[config.mk]
export PLATFORM = sky130hd
export DESIGN_NAME = mem_blk_copy_flat
export DESIGN_NICKNAME = d
export VERILOG_FILES = /design/src/rtl/mem_blk_copy_if.sv /design/src/rtl/mem_blk_copy.sv /design/src/flat_wrapper.sv
export SDC_FILE = /design/constraint.sdc
export NUM_CORES = 1
export LEC_CHECK = 0
export CORE_MARGIN = 3
export CORE_UTILIZATION = 48
export CTS_CLUSTER_DIAMETER = 60
export DETAILED_ROUTE_END_ITERATION = 10
export PLACE_DENSITY_LB_ADDON = 0.05
export RECOVER_POWER = 25
export SYNTH_ARGS = -nofsm -noshare
export SYNTH_HDL_FRONTEND = slang
export SYNTH_SLANG_ARGS = --single-unit
[constraint.sdc]
create_clock -name mem_clk -period 2.7 [get_ports mem_clk]
set_clock_uncertainty 0.2 [all_clocks]
set_input_delay 0.54 -clock mem_clk [delete_from_list [all_inputs] [get_ports mem_clk]]
set_output_delay 0.54 -clock mem_clk [all_outputs]
set_load 0.1 [all_outputs]
[src/rtl/mem_blk_copy_if.sv]
// ============================================================================
// Module      : mem_blk_copy_if
// Description : Command handshake and memory-port bundle for the block-copy
//               engine. The master modport is the engine; the slave modport is
//               the command issuer and memory side. With MEM_BLK_COPY_FILL_EN
//               defined the bundle also carries cmd_fill/cmd_pattern.
// Revision    : 1.0 - initial release
// ============================================================================
`default_nettype none

interface mem_blk_copy_if #(
   parameter int ADDR_WIDTH = 30,
   parameter int DATA_WIDTH = 32,
   parameter int STRB_WIDTH = DATA_WIDTH / 8,
   parameter int LEN_WIDTH  = 16
);
   logic                  cmd_valid;
   logic                  cmd_ready;
   logic [ADDR_WIDTH-1:0] cmd_src_addr;
   logic [ADDR_WIDTH-1:0] cmd_dst_addr;
   logic [LEN_WIDTH-1:0]  cmd_len;
`ifdef MEM_BLK_COPY_FILL_EN
   logic                  cmd_fill;
   logic [DATA_WIDTH-1:0] cmd_pattern;
`endif
   logic                  busy;
   logic                  done;
   logic [LEN_WIDTH-1:0]  xfer_cnt;
   logic                  mem_wr_en;
   logic                  mem_rd_en;
   logic [ADDR_WIDTH-1:0] mem_addr;
   logic [DATA_WIDTH-1:0] mem_wr_data;
   logic [STRB_WIDTH-1:0] mem_strb;
   logic [DATA_WIDTH-1:0] mem_rd_data;

   modport master (
`ifdef MEM_BLK_COPY_FILL_EN
      input  cmd_fill,
      input  cmd_pattern,
`endif
      input  cmd_valid,
      output cmd_ready,
      input  cmd_src_addr,
      input  cmd_dst_addr,
      input  cmd_len,
      output busy,
      output done,
      output xfer_cnt,
      output mem_wr_en,
      output mem_rd_en,
      output mem_addr,
      output mem_wr_data,
      output mem_strb,
      input  mem_rd_data
   );

   modport slave (
`ifdef MEM_BLK_COPY_FILL_EN
      output cmd_fill,
      output cmd_pattern,
`endif
      output cmd_valid,
      input  cmd_ready,
      output cmd_src_addr,
      output cmd_dst_addr,
      output cmd_len,
      input  busy,
      input  done,
      input  xfer_cnt,
      input  mem_wr_en,
      input  mem_rd_en,
      input  mem_addr,
      input  mem_wr_data,
      input  mem_strb,
      output mem_rd_data
   );
endinterface

`default_nettype wire

[src/rtl/mem_blk_copy.sv]
// ============================================================================
// Module      : mem_blk_copy
// Description : Memory block-copy initiator. Accepts one command at a time,
//               then runs read / capture / write per word with ascending,
//               wrapping addresses and pulses done on completion.
//               Optional macro MEM_BLK_COPY_FILL_EN adds a fill mode that
//               writes a latched pattern once per cycle without reading.
// Revision    : 1.0 - initial release
// ============================================================================
`default_nettype none

module mem_blk_copy #(
   parameter int ADDR_WIDTH = 30,
   parameter int DATA_WIDTH = 32,
   parameter int STRB_WIDTH = DATA_WIDTH / 8,
   parameter int LEN_WIDTH  = 16
) (
   input  wire logic      mem_clk,
   input  wire logic      mem_rst_n,
   mem_blk_copy_if.master bus
);

   typedef enum logic [2:0] {
      S_IDLE = 3'd0,
      S_RD   = 3'd1,
      S_CAP  = 3'd2,
      S_WR   = 3'd3,
      S_DONE = 3'd4
   } state_t;

   state_t                state_q, state_d;
   logic [ADDR_WIDTH-1:0] src_q, src_d;
   logic [ADDR_WIDTH-1:0] dst_q, dst_d;
   logic [LEN_WIDTH-1:0]  rem_q, rem_d;
   logic [LEN_WIDTH-1:0]  cnt_q, cnt_d;
   logic [DATA_WIDTH-1:0] data_q, data_d;
   logic                  rd_en_q, rd_en_d;
   logic                  wr_en_q, wr_en_d;
   logic [ADDR_WIDTH-1:0] addr_q, addr_d;
   logic [DATA_WIDTH-1:0] wdata_q, wdata_d;
   logic [STRB_WIDTH-1:0] strb_q, strb_d;
   logic                  fill_now;
`ifdef MEM_BLK_COPY_FILL_EN
   logic                  fill_q, fill_d;
   logic [DATA_WIDTH-1:0] pattern_q, pattern_d;
`endif

   // State register; reset aborts any transfer in flight immediately
   always_ff @(posedge mem_clk) begin
      if (!mem_rst_n) begin
         state_q <= S_IDLE;
      end else begin
         state_q <= state_d;
      end
   end

   // Datapath and registered memory-port outputs
   always_ff @(posedge mem_clk) begin
      if (!mem_rst_n) begin
         src_q     <= '0;
         dst_q     <= '0;
         rem_q     <= '0;
         cnt_q     <= '0;
         data_q    <= '0;
         rd_en_q   <= 1'b0;
         wr_en_q   <= 1'b0;
         addr_q    <= '0;
         wdata_q   <= '0;
         strb_q    <= '0;
`ifdef MEM_BLK_COPY_FILL_EN
         fill_q    <= 1'b0;
         pattern_q <= '0;
`endif
      end else begin
         src_q     <= src_d;
         dst_q     <= dst_d;
         rem_q     <= rem_d;
         cnt_q     <= cnt_d;
         data_q    <= data_d;
         rd_en_q   <= rd_en_d;
         wr_en_q   <= wr_en_d;
         addr_q    <= addr_d;
         wdata_q   <= wdata_d;
         strb_q    <= strb_d;
`ifdef MEM_BLK_COPY_FILL_EN
         fill_q    <= fill_d;
         pattern_q <= pattern_d;
`endif
      end
   end

   // Next state, then memory outputs decoded from the state being entered
   always_comb begin
      state_d   = state_q;
      src_d     = src_q;
      dst_d     = dst_q;
      rem_d     = rem_q;
      cnt_d     = cnt_q;
      data_d    = data_q;
`ifdef MEM_BLK_COPY_FILL_EN
      fill_d    = fill_q;
      pattern_d = pattern_q;
      if (state_q == S_IDLE && bus.cmd_valid) begin
         fill_d    = bus.cmd_fill;
         pattern_d = bus.cmd_pattern;
      end
      fill_now  = fill_d;
`else
      fill_now  = 1'b0;
`endif

      case (state_q)
         S_IDLE: begin
            if (bus.cmd_valid) begin
               src_d = bus.cmd_src_addr;
               dst_d = bus.cmd_dst_addr;
               rem_d = bus.cmd_len;
               cnt_d = '0;
               if (bus.cmd_len == '0) begin
                  state_d = S_DONE;
               end else if (fill_now) begin
                  state_d = S_WR;
               end else begin
                  state_d = S_RD;
               end
            end
         end
         S_RD:  state_d = S_CAP;
         S_CAP: begin
            data_d  = bus.mem_rd_data;
            state_d = S_WR;
         end
         S_WR: begin
            cnt_d = cnt_q + 1'b1;
            src_d = src_q + 1'b1;
            dst_d = dst_q + 1'b1;
            rem_d = rem_q - 1'b1;
            // rem_q still counts the word being written now
            if (rem_q == LEN_WIDTH'(1)) begin
               state_d = S_DONE;
            end else if (fill_now) begin
               state_d = S_WR;
            end else begin
               state_d = S_RD;
            end
         end
         S_DONE:  state_d = S_IDLE;
         default: state_d = S_IDLE;
      endcase

      rd_en_d = (state_d == S_RD);
      wr_en_d = (state_d == S_WR);
      addr_d  = '0;
      wdata_d = '0;
      strb_d  = '0;
      if (rd_en_d) begin
         addr_d = src_d;
      end else if (wr_en_d) begin
         addr_d = dst_d;
         strb_d = '1;
`ifdef MEM_BLK_COPY_FILL_EN
         wdata_d = fill_d ? pattern_d : data_d;
`else
         wdata_d = data_d;
`endif
      end
   end

   assign bus.cmd_ready   = (state_q == S_IDLE);
   assign bus.busy        = (state_q != S_IDLE);
   assign bus.done        = (state_q == S_DONE);
   assign bus.xfer_cnt    = cnt_q;
   assign bus.mem_rd_en   = rd_en_q;
   assign bus.mem_wr_en   = wr_en_q;
   assign bus.mem_addr    = addr_q;
   assign bus.mem_wr_data = wdata_q;
   assign bus.mem_strb    = strb_q;

endmodule

`default_nettype wire

[src/flat_wrapper.sv]
// flat-port wrapper written by rule: the top's interface ports become plain ports
module mem_blk_copy_flat 
#(
   parameter int ADDR_WIDTH = 30,
   parameter int DATA_WIDTH = 32,
   parameter int STRB_WIDTH = DATA_WIDTH / 8,
   parameter int LEN_WIDTH  = 16
)
  (mem_clk, mem_rst_n, bus_cmd_valid, bus_cmd_ready, bus_cmd_src_addr, bus_cmd_dst_addr, bus_cmd_len, bus_busy, bus_done, bus_xfer_cnt, bus_mem_wr_en, bus_mem_rd_en, bus_mem_addr, bus_mem_wr_data, bus_mem_strb, bus_mem_rd_data);
  mem_blk_copy_if #(.ADDR_WIDTH(ADDR_WIDTH), .DATA_WIDTH(DATA_WIDTH), .STRB_WIDTH(STRB_WIDTH), .LEN_WIDTH(LEN_WIDTH)) bus_i ();
  input  wire logic mem_clk;
  input  wire logic mem_rst_n;
  input wire logic [$bits(bus_i.cmd_valid)-1:0] bus_cmd_valid;
  output wire logic [$bits(bus_i.cmd_ready)-1:0] bus_cmd_ready;
  input wire logic [$bits(bus_i.cmd_src_addr)-1:0] bus_cmd_src_addr;
  input wire logic [$bits(bus_i.cmd_dst_addr)-1:0] bus_cmd_dst_addr;
  input wire logic [$bits(bus_i.cmd_len)-1:0] bus_cmd_len;
  output wire logic [$bits(bus_i.busy)-1:0] bus_busy;
  output wire logic [$bits(bus_i.done)-1:0] bus_done;
  output wire logic [$bits(bus_i.xfer_cnt)-1:0] bus_xfer_cnt;
  output wire logic [$bits(bus_i.mem_wr_en)-1:0] bus_mem_wr_en;
  output wire logic [$bits(bus_i.mem_rd_en)-1:0] bus_mem_rd_en;
  output wire logic [$bits(bus_i.mem_addr)-1:0] bus_mem_addr;
  output wire logic [$bits(bus_i.mem_wr_data)-1:0] bus_mem_wr_data;
  output wire logic [$bits(bus_i.mem_strb)-1:0] bus_mem_strb;
  input wire logic [$bits(bus_i.mem_rd_data)-1:0] bus_mem_rd_data;
  assign bus_i.cmd_valid = bus_cmd_valid;
  assign bus_cmd_ready = bus_i.cmd_ready;
  assign bus_i.cmd_src_addr = bus_cmd_src_addr;
  assign bus_i.cmd_dst_addr = bus_cmd_dst_addr;
  assign bus_i.cmd_len = bus_cmd_len;
  assign bus_busy = bus_i.busy;
  assign bus_done = bus_i.done;
  assign bus_xfer_cnt = bus_i.xfer_cnt;
  assign bus_mem_wr_en = bus_i.mem_wr_en;
  assign bus_mem_rd_en = bus_i.mem_rd_en;
  assign bus_mem_addr = bus_i.mem_addr;
  assign bus_mem_wr_data = bus_i.mem_wr_data;
  assign bus_mem_strb = bus_i.mem_strb;
  assign bus_i.mem_rd_data = bus_mem_rd_data;
  mem_blk_copy #(.ADDR_WIDTH(ADDR_WIDTH), .DATA_WIDTH(DATA_WIDTH), .STRB_WIDTH(STRB_WIDTH), .LEN_WIDTH(LEN_WIDTH)) u_core (.mem_clk(mem_clk), .mem_rst_n(mem_rst_n), .bus(bus_i));
endmodule
# Word-level counts from Yosys, hierarchy flattened
# Cells that the tools add are included.
[op_classes]
order_cmp = 0
shifts = 0
n_reduce_logical = 7
bitwise = 2
eq_ne = 8
div = 0
muxes = 16
addsub = 4
n_mul = 0
[ops]
columns = ["cell", "n"]
rows = [
  ["$mux 30", 4],
  ["$pmux 30 s2", 2],
  ["$pmux 16 s2", 2],
  ["$add 30x1->30 const B", 2],
  ["$mux 16", 2],
  ["$mux 32", 1],
  ["$add 16x1->16 const B", 1],
  ["$eq 16x1->1 const B", 1],
  ["$logic_not 16->1", 1],
  ["$sub 16x1->16 const B", 1],
  ["$pmux 3 s4", 1],
  ["$eq 3x2->1 const B", 3],
  ["$mux 3", 3],
  ["$eq 3x1->1 const B", 2],
  ["$mux 4", 1],
  ["$eq 3x3->1 const B", 1],
  ["$logic_not 3->1", 1],
  ["$reduce_bool 3->1", 1],
  ["$reduce_or 3->1", 1],
  ["$ne 2x2->1 const B", 1],
  ["$not 1->1", 2],
  ["$reduce_and 2->1", 1],
  ["$reduce_bool 2->1", 1],
  ["$reduce_or 2->1", 1],
]
[totals]
regBits = 195
out_inout_bits = 87
elab_cells = 48
mem_bits_ro = 0
latchBits = 0
mem_count = 0
inputBits = 111
ram_bits = 0

# Longest topological paths before layout
# Gate-level depths: netlist of the first run.
[logic_depth]
ltp_word = 7
depth_mapped = 11

# Worst setup path after synthesis of the first run
# Ideal clock, no wire load.
[synth_timing]
path_kind = "register to output"
start = "register u_core.state_q[2]"
end = "output bus_done"
stages_incl_launch_ff = 2
t_required_ns = 1.960
path_slack_ns = -0.662
t_arrival_ns = 2.622
n_path_buf = 0
path_cell_list = "dfxtp_1 > nor3b_1"
[synth_between]
elab_chain_cells = 1
[synth_lines]
columns = ["element", "line_no", "text"]
rows = [
  ["start: declaration", "mem_blk_copy.sv:31", "state_t state_q, state_d;"],
  ["start signal: assignment", "mem_blk_copy.sv:53", "state_q <= state_d;"],
  ["$eq 3x3->1", "mem_blk_copy.sv:171", "assign bus.done = (state_q == S_DONE);"],
  ["end: declaration", "flat_wrapper.sv:19", "output wire logic [$bits(bus_i.done)-1:0] bus_done;"],
]
# Every way passes these cells.

==> summary.md, run 1 <==
| Metric | Value |
|---|---|
| Max cap viols | 0 |
| Grt ovf | 0 |
| Synth unique cells | 70 |
| Vias in the first global route | 7,074 |
| CP Capture Type | flip-flop |
| Area occupied by multi-input gates | 0.00382 mm^2 |
| Tot Pwr | 6940 uW |
| DRC violations left | 0 |
| Post-CTS repair timing setup buffer count | 0 |
| Final nets | 1,223 |
| Clock sinks | 160 |
| Critical Path Start | mem_rst_n |
| Pwr dens | 694 mW/mm^2 |
| Ys flop type | dfxtp_1 |
| Cells after synthesis | 909 |
| TNS Setup | 0 ps |
| Final WL | 23.5 mm |
| Global-route wire length before repair | 36.7 mm |
| Syn Area/Cell | 8.14 um^2 |
| Worst slew margin | 19.5% |
| Worst-case reg-to-reg path depth | 7 |
| Initial core utilization | 49.9% |
| Final cycle utilization of the critical path | 93.8% |
| Worst-Skew Late Latency | 430 ps |
| Register bit count reported by yosys | 160 |
| Syn nets | 1,025 |
| Global placer's final weighted congestion | 0.921 |
| Flop2flop setup slack | 220 ps |
| Max Transition Viols Final | 0 |
| CTS root buffer | clkbuf_16 |
| Async S/R FF share, synth | 0% |
| Max Clk Rate | 395 MHz |
| CTS tree | yes |
| Syn. warnings | 0 |
| DR vias | 7,696 |
| Reg2reg end | u_core.bus.mem_addr[22]$_SDFF_PN0_ |
| Ports | 198 |
| Post-CTS Hold Buffers | 0 |
| H-tree level count | 4 |
| Die area | 0.0169 mm^2 |
| DR WL/cell | 18.0 um |
| Global Route Usage Sum | 27.4% |
| Antenna Nets Post-Route | 0 |
| Min-delay worst type | reg2reg |
| Final setup viols | 0 |
| Number of CTS-inserted buffers | 17 |
| CTS-repair resized insts | 0 |
| Fillcell total | 1,261 |
| Static Leak | 0.00377 uW |
| Kind of critical path | in2reg |
| Status | completed |
| DIE HEIGHT | 130 um |
| Final hold vios | 0 |
| Post-route minimum period | 2530 ps |
| Clock transition at path regs | 70 ps |
| Diode count | 0 |
| DRT Pass-1 Iters | 6 |
| Sequential area share after synthesis | 43.3% |
| DRT iter0 DRCs | 697 |
| Hold Path Origin | u_core.bus.xfer_cnt[4]$_SDFFE_PN0P_ |
| Max IR drop VDD | 0.000520 V |
| Critical Path AT | 2710 ps |
| Input/output buffers | 197 |
| Register area | 0.00321 mm^2 |
| Final Util | 67.6% |
| FF-to-FF Start | u_core.dst_q[1]$_SDFF_PN0_ |
| Die X | 130 um |
| Critical Path End | u_core.bus.mem_addr[2]$_SDFF_PN0_ |
| Vias per std cell | 5.90 |
| Longest Clk Path Bufs | 2 |
| Largest fanout on the critical path | 47 |
| Layout cells sized above 1 | 14.8% |
| Post-synth EDFFs | 0 |
| Setup crit start kind | primary input |
| Post-synthesis to final-layout area growth | 35.3% |
| Initial antenna violation count | 0 |
| Mapped cell area | 0.00740 mm^2 |
| HPWL after DPL | 16.9 mm |
| Pin count of the biggest net entering global routing | 57 |
| Least-Margin Pin Slew | 1210 ps |
| RSZ-0062 raised after global routing | false |
| Core box area | 0.0148 mm^2 |
| Cell row count | 44 |
| Worst Path Required | 2880 ps |
## worst min-delay path by stage
stage / endpoint / slack, ps / depth (start not counted)
after floorplan: u_core.rem_q[8]$_SDFFE_PN0P_ / 260 / 2
after global placement: u_core.bus.xfer_cnt[4]$_SDFFE_PN0P_ / 250 / 1
after detailed placement: u_core.bus.xfer_cnt[4]$_SDFFE_PN0P_ / 250 / 1
after CTS: u_core.bus.xfer_cnt[4]$_SDFFE_PN0P_ / 260 / 1
after global routing: u_core.bus.xfer_cnt[4]$_SDFFE_PN0P_ / 290 / 1
final: u_core.bus.xfer_cnt[4]$_SDFFE_PN0P_ / 260 / 1
## critical path: stages
cell and delay (ps):
dlygate4sd3_1 740, clkinv_1 150, clkbuf_2 600, a21oi_1 480
a22o_1 190
## flip-flops by register name, indices dropped and copies added (netlist names)
signal,flops
u_core.bus.xfer_cnt,16
u_core.src_q,30
u_core.bus.mem_rd_en,1
u_core.bus.mem_addr,30
u_core.bus.mem_strb,1
u_core.rem_q,16
u_core.state_q,3
u_core.dst_q,30
u_core.bus.mem_wr_data,32
u_core.bus.mem_wr_en,1
## stage by stage
step | cells | area (um^2) | hold slack (ps) | worst slack [ps]
floorplan | 909 | 7410 | 262 | 17.4
global placement | 1272 | 9530 | 251 | -32.8
detailed placement | 1272 | 9530 | 251 | -113
CTS | 1304 | 10100 | 263 | 215
global route | 1304 | 10000 | 294 | 59.0
finish | 1304 | 10000 | 265 | 167
## layer usage
metal | vias to the layer above | global-route usage (%) | part of all wire [%]
li1 | 3732 | - | -
met1 | 3613 | 36.8 | 42
met2 | 317 | 44.3 | 48
met3 | 34 | 6.22 | 7.6
met4 | 0 | 7.76 | 1.8
met5 | - | 0 | 0
## cell usage in the layout (no fill, tap or decap), drive strengths merged, types with 11 or more instances in the layout
cell type	count
a221oi	11
o21ai	50
inv	18
dfxtp	160
o311ai	14
a22o	16
nand2	129
a31oi	18
clkdlybuf4s50	109
a21oi	55
nand4	20
nand3	51
nor3	57
nor2	69
buf	110
clkbuf	48
and3	16
and2	23
nor4	16
## cell usage after synthesis, types with 4 or more instances
master	n	area, um^2
nor3_1	56	280
o21ai_0	50	250
nand3_1	49	245
a22oi_1	8	60.1
or2_2	4	25.0
a31oi_1	18	113
and4_1	5	43.8
nor4_1	14	87.6
ha_1	5	62.6
and2_1	22	138
o22ai_1	4	25.0
o211ai_1	8	60.1
buf_2	20	100
inv_1	12	45.0
a221oi_1	9	78.8
or3_1	6	37.5
dfxtp_1	160	3200
nand2_1	129	484
a21oi_1	54	270
mux2i_1	4	40.0
nor2_1	68	255
o2bb2ai_1	9	78.8
and3_1	16	100
nand4_1	20	125
buf_1	10	37.5
o311ai_0	14	123
xor2_1	7	61.3
clkbuf_1	34	128
a22o_1	16	140
xnor2_1	4	35.0
## layout make-up
class / instances / share of cell area [%]
Multi-Input combinational cell: 665 / 38.2
Sequential cell: 160 / 32.0
Timing Repair Buffer: 249 / 20.9
Clock buffer: 19 / 4.53
Tap cell: 184 / 2.30
Clock inverter: 13 / 1.51
Inverter: 14 / 0.525
## kinds of logic after synthesis
logic type | synth area share, %
and+or+nand+nor | 28.1
AOI/OAI and AO/OA | 20.7
DFF | 43.3
buffers and inverters | 5.06
xor gates and xnor gates | 1.30
muxes | 0.694
adders and majority gates | 0.846
## power breakdown
group	internal (uW)	switching [uW]	total, uW
Combinational	607	1170	1780
Sequential	2540	165	2700
Clock	1430	1030	2460
Total	4570	2370	6940
Power figures use the tool's default switching activity.
==> run 2, diff against run 1 <==
--- a/config.mk
+++ b/config.mk
@@ -5,8 +5,9 @@
 export SDC_FILE = /design/constraint.sdc
 export NUM_CORES = 1
 export LEC_CHECK = 0
+export ABC_AREA = 1
 export CORE_MARGIN = 3
-export CORE_UTILIZATION = 48
+export CORE_UTILIZATION = 47
 export CTS_CLUSTER_DIAMETER = 60
 export DETAILED_ROUTE_END_ITERATION = 10
 export PLACE_DENSITY_LB_ADDON = 0.05
==> constraint.sdc (replaced) <==
create_clock -name mem_clk -period 2.3 [get_ports mem_clk]
set_clock_uncertainty 0.2 [all_clocks]
set_input_delay 0.46 -clock mem_clk [delete_from_list [all_inputs] [get_ports mem_clk]]
set_output_delay 0.46 -clock mem_clk [all_outputs]
set_load 0.1 [all_outputs]
==> summary.md, run 2 <==
| Metric | Value |
|---|---|
| Critical Path End | bus_cmd_ready |
| Final WL | 30.4 mm (+29%) |
| Top cell type by total area after synthesis | dfxtp_1 |
| Final setup viols | 0 (unchanged) |
| Vias in the first global route | 9,537 (+35%) |
| Ranking of synthesized cells by area | dfxtp_1, nand2_1, inv_1 |
| Worst path cell trace | inv_2, nand2_4, nor2_8, buf_12, buf_12 |
| Max Clk Rate | 450 MHz |
| Die area | 0.0232 mm^2 (+37%) |
| DIE HEIGHT | 152 um (+17%) |
| FF-to-FF Start | u_core.dst_q[1]$_SDFF_PN0_ |
| Syn. warnings | 0 (unchanged) |
| Initial antenna violation count | 1 (+1) |
| Ys flop type | dfxtp_1 |
| Final hold vios | 0 (unchanged) |
| Core box area | 0.0206 mm^2 (+39%) |
| Count leader, synth | nand2_1 |
| Fillcell total | 2,019 (+60%) |
| Fin area | 0.0127 mm^2 (+27%) |
| Pin count of the biggest net entering global routing | 63 (+11%) |
| Critical Path Start | u_core.state_q[1]$_SDFF_PN0_ |
| Largest fanout on the critical path | 24 (-49%) |
| Max cap viols | 0 (unchanged) |
| Crit-path slowest cell | dfxtp_1 |
| Flop2flop setup slack | 200 ps (-20 ps) |
| Mapped cell area | 0.0101 mm^2 (+36%) |
| Clock sinks | 192 (+20%) |
| Global placer's final weighted congestion | 0.937 (+1.7%) |
| Diode count | 0 (unchanged) |
| Sequential area share after synthesis | 38.1% (-5.2 points) |
| Synth top area share | 38.1% (-5.2 points) |
| Area occupied by multi-input gates | 0.00509 mm^2 (+33%) |
| Async S/R FF share, synth | 0% (unchanged) |
| DRT Pass-1 Iters | 7 (+1) |
| Worst Path Required | 1640 ps (-1240 ps) |
| Initial core utilization | 48.9% (-1.1 points) |
| RSZ-0062 raised after global routing | false |
| Critical Path Stages | 5 (unchanged) |
| Least-Margin Pin Slew | 796 ps (-416 ps) |
| DRC violations left | 0 (unchanged) |
| Global Route Usage Sum | 25.5% (-1.8 points) |
| Reg2reg end | u_core.bus.mem_addr[22]$_SDFF_PN0_ |
| DR WL/cell | 15.0 um (-17%) |
| Status | completed |
| Ports | 198 (unchanged) |
| Syn Area/Cell | 6.48 um^2 (-20%) |
| Synth unique cells | 48 (-31%) |
| Cell row count | 52 (+18%) |
| Final cycle utilization of the critical path | 96.6% |
| Synth top cells by count | nand2_1, inv_1, dfxtp_1 |
| Commonest non-fill, non-tap cells in the layout | nand2_1, inv_1, dfxtp_1, nor2_1, nand3_1 |
| Input/output buffers | 197 (unchanged) |
| Register bit count reported by yosys | 192 (+20%) |
| Crit-path max cell delay | 370 ps (-370 ps) |
| Max Transition Viols Final | 0 (unchanged) |
| DRT iter0 DRCs | 733 (+5.2%) |
| Min-delay worst type | reg2reg |
| TNS Setup | 0 ps (unchanged) |
| Buf+Inv Stages, Crit Path | 3 (unchanged) |
| Worst slew margin | 46.9% (+27 points) |
| HPWL after DPL | 22.7 mm (+34%) |
| Post-CTS repair timing setup buffer count | 0 (unchanged) |
| Layout cells sized above 1 | 11.6% (-3.2 points) |
| Longest Clk Path Bufs | 2 (unchanged) |
| Post-route minimum period | 2220 ps |
| Dpl cell area | 0.0122 mm^2 (+28%) |
| DR vias | 10,311 (+34%) |
| H-tree level count | 4 (unchanged) |
| Setup crit start kind | flip-flop |
| Pwr dens | 724 mW/mm^2 (+4.3%) |
| Syn nets | 1,673 (+63%) |
| Kind of critical path | reg2out |
| Post-synth EDFFs | 0 (unchanged) |
| Post-synthesis to final-layout area growth | 25.8% |
| Static Leak | 0.00551 uW (+46%) |
| Global-route wire length before repair | 48.6 mm (+33%) |
| Most used cell, CP | buf_12 |
| Max IR drop VDD | 0.000583 V (+12%) |
| CTS tree | yes |
| Clock transition at path regs | 80 ps (about the same) |
| Worst-Skew Late Latency | 440 ps (about the same) |
| Worst-case reg-to-reg path depth | 11 (+4) |
| Die X | 152 um (+17%) |
| Critical Path AT | 1560 ps (-1150 ps) |
| Post-CTS Hold Buffers | 0 (unchanged) |
| CP Capture Type | output pin |
| Vias per std cell | 5.09 (-14%) |
| CTS root buffer | clkbuf_16 |
| Cells after synthesis | 1,557 (+71%) |
| Number of CTS-inserted buffers | 17 (unchanged) |
| Top delay family on crit path | buffers and inverters |
| Final nets | 1,860 (+52%) |
| Antenna Nets Post-Route | 0 (unchanged) |
| Grt ovf | 0 (unchanged) |
| Most common cell after layout, fill and taps aside | nand2_1 |
| Register area | 0.00385 mm^2 (+20%) |
run 2: changes by cell type after synthesis, moves of 32 or more:
cell     change
dfxtp_1     +32
nand3_1     +76
nor2_1     +106
inv_1      +191
o21ai_0     +60
nand2_1    +336
nor3_1      -55
run 2: stage by stage:
| step | cells | hold slack (ps) | total power [uW] | util [%] | worst slack [ps] |
|---|---|---|---|---|---|
| global placement | 1995 | 260 | 6150 | 59.2 | 98.6 |
| floorplan | 1557 | 256 | 5420 | - | 51.7 |
| CTS | 2027 | 280 | 9270 | 62.4 | 5.83 |
| detailed placement | 1995 | 268 | 6180 | 59.2 | 30.1 |
| global route | 2027 | 311 | 9610 | 61.5 | 21.2 |
| finish | 2027 | 285 | 9180 | 61.5 | 77.8 |
run 2: cell families after synthesis:
kind of cell	Yosys count	synth area share [%]
compound gates	238	13.0
xor+xnor	3	0.261
fa+ha+maj	5	0.621
buf+inv	273	11.4
flops	192	38.1
mux	17	1.69
simple gates	829	34.9
run 2: worst min-delay path by stage:
stage / endpoint / slack [ps] / startpoint / depth (start not counted)
floorplan: u_core.bus.mem_wr_data[0]$_SDFF_PP0_ / 260 / u_core.data_q[0]$_SDFF_PN0_ / 2
global placement: u_core.bus.xfer_cnt[3]$_SDFFE_PN0P_ / 260 / u_core.bus.xfer_cnt[3]$_SDFFE_PN0P_ / 1
finish: u_core.bus.xfer_cnt[3]$_SDFFE_PN0P_ / 280 / u_core.bus.xfer_cnt[3]$_SDFFE_PN0P_ / 1
global route: u_core.bus.xfer_cnt[2]$_SDFFE_PN0P_ / 310 / u_core.bus.xfer_cnt[2]$_SDFFE_PN0P_ / 2
detailed placement: u_core.bus.xfer_cnt[3]$_SDFFE_PN0P_ / 270 / u_core.bus.xfer_cnt[3]$_SDFFE_PN0P_ / 1
CTS: u_core.bus.xfer_cnt[3]$_SDFFE_PN0P_ / 280 / u_core.bus.xfer_cnt[3]$_SDFFE_PN0P_ / 1
run 2: routing by layer:
| metal | part of all wire (%) | wire [um] | global-route usage, % |
|---|---|---|---|
| met1 | 44 | 13400 | 33.2 |
| met2 | 46 | 14000 | 42.1 |
| met3 | 7.3 | 2230 | 5.88 |
| met4 | 2.7 | 826 | 8.49 |
| met5 | 0.023 | 7 | 0 |
run 2: timing repair:
item / CTS / global route
setup endpoints to repair: 1 / 2
gates resized for setup: 3 / 3
pin swaps: 0 / 0
run 2: final cells by class:
class | instances | share of cell area (%)
Tap cell | 270 | 2.66
Inverter | 212 | 6.31
Clock inverter | 15 | 1.66
Timing Repair Buffer | 229 | 15.5
Multi-Input combinational cell | 1092 | 40.2
Sequential cell | 192 | 30.4
Clock buffer | 17 | 3.35
run 2: power by group:
| part | internal (uW) | total, uW | switching [uW] |
|---|---|---|---|
| sequential | 3560 | 3740 | 181 |
| combinational | 746 | 2340 | 1590 |
| clock | 1510 | 3100 | 1590 |
==> run 3, diff against run 2 <==
--- a/config.mk
+++ b/config.mk
@@ -10,7 +10,8 @@
 export CORE_UTILIZATION = 47
 export CTS_CLUSTER_DIAMETER = 60
 export DETAILED_ROUTE_END_ITERATION = 10
-export PLACE_DENSITY_LB_ADDON = 0.05
+export MAX_ROUTING_LAYER = met4
+export PLACE_DENSITY = 0.77
 export RECOVER_POWER = 25
 export SYNTH_ARGS = -nofsm -noshare
 export SYNTH_HDL_FRONTEND = slang
==> summary.md, run 3 (synthesized netlist as in run 2, its figures left out) <==
| Metric | Value |
|---|---|
| Status | completed |
| CTS root buffer | clkbuf_16 |
| Clock sinks | 192 (unchanged) |
| Final Hold Slack | 288 ps (+3.16 ps) |
| Ports | 198 (unchanged) |
| Post-synthesis to final-layout area growth | 26.8% |
| Pin count of the biggest net entering global routing | 55 (-13%) |
| Final nets | 1,861 (+0.054%) |
| Final hold vios | 0 (unchanged) |
| Most used routing layer in global routing | met2 |
| Largest fanout on the critical path | 14 (-42%) |
| Global Route Usage Sum | 25.8% (+0.28 points) |
| Final setup viols | 0 (unchanged) |
| Core box area | 0.0206 mm^2 (unchanged) |
| Min-delay worst type | reg2reg |
| Post-route minimum period | 2180 ps (-46.6 ps) |
| Worst-Skew Late Latency | 440 ps (about the same) |
| Hold path cells | 1 (unchanged) |
| CP Capture Type | output pin |
| DIE HEIGHT | 152 um (unchanged) |
| Dpl cell area | 0.0122 mm^2 (-0.33%) |
| Critical Path AT | 1520 ps (-40 ps) |
| CTS tree | yes |
| Clock transition at path regs | 70 ps (about the same) |
| Max cap viols | 0 (unchanged) |
| Max IR drop VDD | 0.000520 V (-11%) |
| Vias per std cell | 5.16 (+1.5%) |
| Max Clk Rate | 460 MHz (+2.1%) |
| Input/output buffers | 197 (unchanged) |
| Die X | 152 um (unchanged) |
| Initial core utilization | 48.9% (unchanged) |
| Pwr dens | 724 mW/mm^2 (about the same) |
| Routing usage on met3 | 6.11% (+0.23 points) |
| Die area | 0.0232 mm^2 (unchanged) |
| Fin area | 0.0128 mm^2 (+0.80%) |
| M1 GR Usage | 32.6% (-0.57 points) |
| TNS Setup | 0 ps (unchanged) |
| DRT iter0 DRCs | 790 (+7.8%) |
| Grt ovf | 0 (unchanged) |
| Fillcell total | 1,922 (-4.8%) |
| GR Util met2 | 41.7% (-0.44 points) |
| Worst Path Required | 1640 ps (about the same) |
| Critical Path Start | u_core.state_q[1]$_SDFF_PN0_ |
| Final Util | 62.0% (+0.49 points) |
| Worst slew margin | 54.3% (+7.4 points) |
| Global-route wire length before repair | 48.3 mm (-0.58%) |
| Antenna Nets Post-Route | 0 (unchanged) |
| Hold Path Origin | u_core.bus.xfer_cnt[3]$_SDFFE_PN0P_ |
| DRT Pass-1 Iters | 7 (unchanged) |
| Final WL | 30.0 mm (-1.6%) |
| Kind of critical path | reg2out |
| FF-to-FF Start | u_core.state_q[1]$_SDFF_PN0_ |
| DRC violations left | 0 (unchanged) |
| Flop2flop setup slack | 210 ps (about the same) |
| H-tree level count | 4 (unchanged) |
| Least-Margin Pin Slew | 685 ps (-111 ps) |
| Most common cell after layout, fill and taps aside | nand2_1 |
| RSZ-0062 raised after global routing | false |
| Initial antenna violation count | 0 (-1) |
| Layout cells sized above 1 | 11.6% (about the same) |
| DR vias | 10,467 (+1.5%) |
| Vias in the first global route | 9,731 (+2.0%) |
| Setup crit start kind | flip-flop |
| Worst-case reg-to-reg path depth | 9 (-2) |
| Cell row count | 52 (unchanged) |
| Number of CTS-inserted buffers | 17 (unchanged) |
| Global placer's final weighted congestion | 0.976 (+4.2%) |
| Max Transition Viols Final | 0 (unchanged) |
| DR WL/cell | 14.8 um (-1.6%) |
| Longest Clk Path Bufs | 2 (unchanged) |
| Final cycle utilization of the critical path | 94.6% (-2.0 points) |
| Static Leak | 0.00556 uW (+0.89%) |
| HPWL after DPL | 22.5 mm (-0.70%) |
| Commonest non-fill, non-tap cells in the layout | nand2_1, inv_1, dfxtp_1, nor2_1, nand3_1 |
| Diode count | 0 (unchanged) |
[run 3: power breakdown]
group / leakage, uW / switching, uW / internal, uW / total, uW
Combinational: 0.00368 / 1590 / 785 / 2380
Sequential: 0.00157 / 176 / 3560 / 3740
Clock: 0.000309 / 1620 / 1530 / 3140
Total: 0.00556 / 3380 / 5880 / 9260
[run 3: final cells by class]
class                      instances  area [um^2]  share of cell area [%]
clock buffer                      17          425                    3.33
clock inverter                    15          214                    1.67
inverter                         212          801                    6.26
multi-input combinational       1092         5090                    39.8
sequential                       192         3850                    30.1
tap                              270          338                    2.64
timing repair buffer             230         2070                    16.2
[run 3: path summary, 6_finish.rpt]
path / end
setup / recovery: bus_cmd_ready
hold / removal: u_core.bus.xfer_cnt[3]$_SDFFE_PN0P_
hold reg to reg: u_core.bus.xfer_cnt[3]$_SDFFE_PN0P_
setup reg to reg: u_core.bus.mem_addr[22]$_SDFF_PN0_
[run 3: timing repair]
| item | in CTS | in global routing |
|---|---|---|
| endpoints found under the setup margin | 0 | 1 |
| endpoints found under the hold margin | 0 | 0 |
| hold buffers | 0 | 0 |
| gates resized for setup | 0 | 1 |
| buffers inserted | 0 | 2 |
[run 3: routing by layer]
layer  part of all wire (%)  vias to the layer above
li1                       -                     5316
met1                     43                     4701
met2                     46                      410
met3                    9.1                       40
met4                    2.2                        0
met5                      0                        -
[run 3: worst max-delay path, stage by stage (launching register included)]
cell	delay, ps
dfxtp_1	370
inv_2	120
nand2_4	90
nor2_8	150
buf_12	160
buf_12	180
[run 3: per-stage QoR]
stage / setup slack (ps) / power [uW] / std cells
5_1_grt: 3.78 / 9700 / 2028
6_report: 124 / 9260 / 2028
2_1_floorplan: 51.7 / 5420 / 1557
4_1_cts: 12.0 / 9270 / 2025
3_5_place_dp: 79.1 / 6150 / 1993
3_3_place_gp: 101 / 6110 / 1993
